<file path="config.mk">
export PLATFORM = sky130hd
export DESIGN_NAME = code_word_serializer
export DESIGN_NICKNAME = d
export VERILOG_FILES = /design/src/rtl/code_word_serializer.sv
export SDC_FILE = /design/constraint.sdc
export NUM_CORES = 1
export LEC_CHECK = 0
export CAP_MARGIN = 10
export CORE_UTILIZATION = 50
export CTS_CLUSTER_DIAMETER = 100
export CTS_CLUSTER_SIZE = 24
export DETAILED_ROUTE_END_ITERATION = 7
export GPL_ROUTABILITY_DRIVEN = 0
export PLACE_DENSITY = 0.76
export RECOVER_POWER = 100
export REMOVE_ABC_BUFFERS = 1
export SYNTH_ARGS = -nofsm -noshare
export SYNTH_HDL_FRONTEND = slang
export SYNTH_SLANG_ARGS = --single-unit
export TNS_END_PERCENT = 10
</file>
<file path="constraint.sdc">
create_clock -name clk -period 2.9 [get_ports clk]
set_clock_uncertainty 0.05 [all_clocks]
set_input_delay 0.725 -clock clk [delete_from_list [all_inputs] [get_ports clk]]
set_output_delay 0.725 -clock clk [all_outputs]
set_load 0.02 [all_outputs]
</file>
<file path="src/rtl/code_word_serializer.sv">
// code_word_serializer
// Buffers one parallel code word behind a valid/ready handshake and shifts it
// out MSB-first, one bit per clock, with optional idle-0 gap cycles between
// frames. The idle level is 0 so a downstream detector only sees frame bits.
module code_word_serializer #(
    parameter int WIDTH      = 11,
    parameter int GAP_CYCLES = 2
) (
    input  logic             clk,
    input  logic             rst,
    input  logic             abort,
    input  logic [WIDTH-1:0] word_in,
    input  logic             word_valid,
    output logic             word_ready,
    output logic             ser_out,
    output logic             ser_active,
    output logic             frame_start,
    output logic             frame_done,
    output logic [15:0]      words_sent
);

    localparam int CW = $clog2(WIDTH);
    localparam int GW = (GAP_CYCLES > 1) ? $clog2(GAP_CYCLES) : 1;

    localparam logic [1:0] S_IDLE  = 2'd0;
    localparam logic [1:0] S_SHIFT = 2'd1;
    localparam logic [1:0] S_GAP   = 2'd2;

    localparam logic [CW-1:0] BIT_LAST = CW'(WIDTH - 1);
    localparam logic [GW-1:0] GAP_LOAD = (GAP_CYCLES > 0) ? GW'(GAP_CYCLES - 1) : '0;

    logic [1:0]       state;
    logic [WIDTH-1:0] hold;
    logic             hold_valid;
    logic [WIDTH-1:0] shreg;
    logic [CW-1:0]    bit_cnt;
    logic [GW-1:0]    gap_cnt;

    logic accept;
    logic last_bit;
    logic load;

    // Handshake and frame-boundary decode, all from registered state (plus abort/rst).
    assign word_ready = !hold_valid && !abort && !rst;
    assign accept     = word_valid && word_ready;
    assign last_bit   = (state == S_SHIFT) && (bit_cnt == '0);
    assign load       = hold_valid &&
                        ((state == S_IDLE) ||
                         (last_bit && (GAP_CYCLES == 0)) ||
                         ((state == S_GAP) && (gap_cnt == '0)));

    assign ser_active  = (state == S_SHIFT);
    assign ser_out     = ser_active && shreg[WIDTH-1];
    assign frame_start = ser_active && (bit_cnt == BIT_LAST);
    assign frame_done  = last_bit;

    // Hold buffer data: captured only on an accepted handshake.
    // NOTE: pure datapath storage qualified by hold_valid needs no reset; leaving it out keeps the reset net off the data flops.
    always_ff @(posedge clk) begin
        if (accept) begin
            hold <= word_in;
        end
    end

    // Control FSM, shift register, counters and buffer-full flag.
    // NOTE: every register here uses <= so all updates see the pre-edge values regardless of statement order.
    always_ff @(posedge clk or posedge rst) begin
        if (rst) begin
            state      <= S_IDLE;
            hold_valid <= 1'b0;
            shreg      <= '0;
            bit_cnt    <= '0;
            gap_cnt    <= '0;
            words_sent <= '0;
        end else if (abort) begin
            state      <= S_IDLE;
            hold_valid <= 1'b0;
            bit_cnt    <= '0;
            gap_cnt    <= '0;
        end else begin
            if (accept) begin
                hold_valid <= 1'b1;
            end

            case (state)
                S_IDLE: begin
                    // Loading is handled below; nothing else to do while idle.
                end
                S_SHIFT: begin
                    shreg   <= shreg << 1;
                    bit_cnt <= bit_cnt - 1'b1;
                    if (bit_cnt == '0) begin
                        words_sent <= words_sent + 16'd1;
                        if (GAP_CYCLES > 0) begin
                            state   <= S_GAP;
                            gap_cnt <= GAP_LOAD;
                        end else if (!hold_valid) begin
                            state <= S_IDLE;
                        end
                    end
                end
                S_GAP: begin
                    if (gap_cnt == '0) begin
                        state <= S_IDLE;
                    end else begin
                        gap_cnt <= gap_cnt - 1'b1;
                    end
                end
                default: state <= S_IDLE;
            endcase

            // A load overrides the per-state updates above; accept cannot
            // coincide because hold_valid is still set on the load edge.
            if (load) begin
                shreg      <= hold;
                bit_cnt    <= BIT_LAST;
                hold_valid <= 1'b0;
                state      <= S_SHIFT;
            end
        end
    end

endmodule
</file>
==> impl_metrics.ini <==
[die]
die_w_um = 65.8
num_io_pins = 36
fp.dieH_um = 65.8
rows = 22
coreArea_sq_mm = 0.00377
die_area_sq_mm = 0.00433
start_util_pct = 54.0

[detailed_routing]
dr_total_vias = 1317
viasPerCell = 5.29
ant_nets = 0
first_pass_iters = 4
drtIter0Drc = 49
wl_mm = 3.64
drcViolationCount = 0
wl_per_cell_um = 14.6

[pwr]
p_total_w = 0.00151
vdd_drop_max_mv = 0.415
p_leak_nw = 1.16
powerDensity_mw_per_mm2 = 592
p_int_w = 0.00114
power_switching_w = 0.000367
power_frac_clock_pct = 29.4
power.share.sequential_pct = 53.4
p_sw_share_pct = 24.3
combPwrFrac_pct = 17.2

[synthesis]
synth.distinct_cells = 33
netlist_area_sq_mm = 0.00204
synthFlopType = dfrtp_1
synth-seq-cells = 46
yosysWarnings = 0
seq_area_frac_synth_pct = 59.3
synthCells = 157
async_flop_share_pct = 76.1
synth_top_area_cell = dfrtp_1
synth_edf_count = 11
netlist.area_leader.share_pct = 43.0
synth_area_leaders = dfrtp_1, edfxtp_1, mux2_2, xnor2_1, xor2_1
synth.avg_cell_area_sq_um = 13.0

[timing]
setup_viol_count_final = 0
finalCritPeriodShare_pct = 95.9
hold_violations = 0
grt_setup_unrepaired = no
maxSlewViolCount = 0
tightest_slew_ns = 0.859
period_minus_slack_ns = 2.78
relSlewSlack_pct = 42.7
max_freq_mhz = 359
setup_tns_ns = 0

[global_routing]
grt_pass1_vias = 1404
track_usage_pct = 20.5
gr-total-overflow = 0
antenna_found_initial = 0
grt_pass1_wl_mm = 6.49
grt_max_degree = 36

[layout]
postLayoutCoreUtil_pct = 67.7
nets = 219
syn_to_final_growth_pct = 25.4
fill_cells = 264
final-instance-count-excl-fill = 249
drive_above_1_share_pct = 17.4
n_antenna_cell = 0

[critical_path]
crit_slowest_cell = dlygate4sd3_1
worstPathArrival_ns = 2.95
path_cells = dlygate4sd3_1 -> clkbuf_1 -> or3b_1 -> or4_4 -> nor3_2 -> xor2_1
start_kind = input pin
endpoint_kind = flop
critical_path.max_stage_delay_ns = 0.58
ff2ff_path_depth = 6
path_class = in -> reg
worst_ep_required_time_ns = 3.07
critPathMaxFanout = 12

[cts]
cts_made_buffers = 5
cts_root_buf = clkbuf_8
htree_levels = 2
cts_tree = done
clkLatencyLatePin_ns = 0.29
clk_pin_slew_ns = 0.08
postCtsSetupBuffers = 0
ctsHoldBuffers = 0
ctsLongestPathBuffers = 2
cts_sinks = 46

[placed_design]
hpwlAfterDp_mm = 2.68
dp.cells = 241
port_buffers = 35

[job]
drv_cap = 0

[worst_hold_path]
hp-class = reg -> reg
hold_depth = 1

[status]
status = finished clean
==> through the flow <==
stage / cell area [sq um] / hold WS, ns / worst slack, ns
floorplan: 2020 / 0.404 / 0.793
global placement: 2460 / 0.407 / 0.0594
detailed placement: 2460 / 0.436 / 0.0467
CTS: 2570 / 0.447 / 0.0462
global route: 2550 / 0.468 / 0.0439
finish: 2550 / 0.436 / 0.118
==> registers in the layout, summed over array words and instances, names as in the netlist <==
name,flops
words_sent,16
hold,11
gap_cnt,1
shreg,11
hold_valid,1
state,2
bit_cnt,4
==> final cells by class <==
class / count / area [sq um] / share of cell area, %
Multi-Input combinational cell: 100 / 785 / 30.7
Inverter: 8 / 30.0 / 1.18
Sequential cell: 46 / 1210 / 47.2
Clock buffer: 8 / 110 / 4.31
Tap cell: 48 / 60.1 / 2.35
Timing Repair Buffer: 39 / 363 / 14.2
==> what timing repair did <==
action                                  4_1_cts  5_1_grt
endpoints found under the setup margin        1        1
gates resized for setup                       1        1
endpoints found under the hold margin         0        0
==> critical path: cells and delay by family <==
family / cells / cell delay [ns]
AND/OR/NAND/NOR: 3 / 1.18
buffers and inverters: 2 / 0.85
XOR/XNOR: 1 / 0.18
==> Yosys cell counts, types with 4 or more instances <==
master    count
a21oi_1       6
dfrtp_1      35
edfxtp_1     11
ha_1          4
inv_1         7
mux2_2       21
nand2_1       8
nand4_1       6
nor2_1        4
nor3_1        7
xnor2_1      11
xor2_1        7
==> power groups by stage <==
stage	registers, W	logic [W]	clock network, W
floorplan	0.000821	0.000174	0
global placement	0.000816	0.000267	0
detailed placement	0.000822	0.000280	0
CTS	0.000809	0.000280	0.000456
global route	0.000822	0.000290	0.000491
finish	0.000807	0.000260	0.000445
==> placed cells by master, fill, tap and decap left out, types with 2 or more instances in the layout <==
cell,count
dfrtp_1,35
dlygate4sd3_1,31
mux2_2,21
xnor2_1,11
edfxtp_1,11
nand2_1,8
clkbuf_8,8
nor3_1,7
xor2_1,7
inv_1,7
nand4_1,6
a21oi_1,6
nor2_1,4
ha_1,4
nand3_1,3
nand3b_1,3
o21ai_0,3
clkbuf_1,3
or3b_1,2
and3_1,2
and2_0,2
clkdlybuf4s50_1,2
==> logic make-up after synthesis <==
logic type	share of synthesized area [%]
compound gates	2.21
xor+xnor	7.74
mux	11.6
simple gates	14.6
buf+inv	2.09
flops	59.3
fa+ha+maj	2.46
==> path summary, 6_finish.rpt <==
path | start | endpoint | slack, ns
max | abort | words_sent[15] | 0.12
min | words_sent[15] | words_sent[15] | 0.44
max reg2reg | bit_cnt[0] | words_sent[15] | 0.69
min reg2reg | words_sent[15] | words_sent[15] | 0.44
max in group asynchronous | rst | words_sent[8] | 1.16
min in group asynchronous | rst | state[0] | 1.11
==> metal layers <==
metal  vias up  global-route usage [%]  part of all wire [%]
met4         0                    5.71                  0.52
met5         -                       0                     0
met2        31                    34.4                    50
met1       648                    25.1                    45
li1        636                       -                     -
met3         2                    6.72                   4.0
Note: power is estimated with default switching activity, not from simulation.
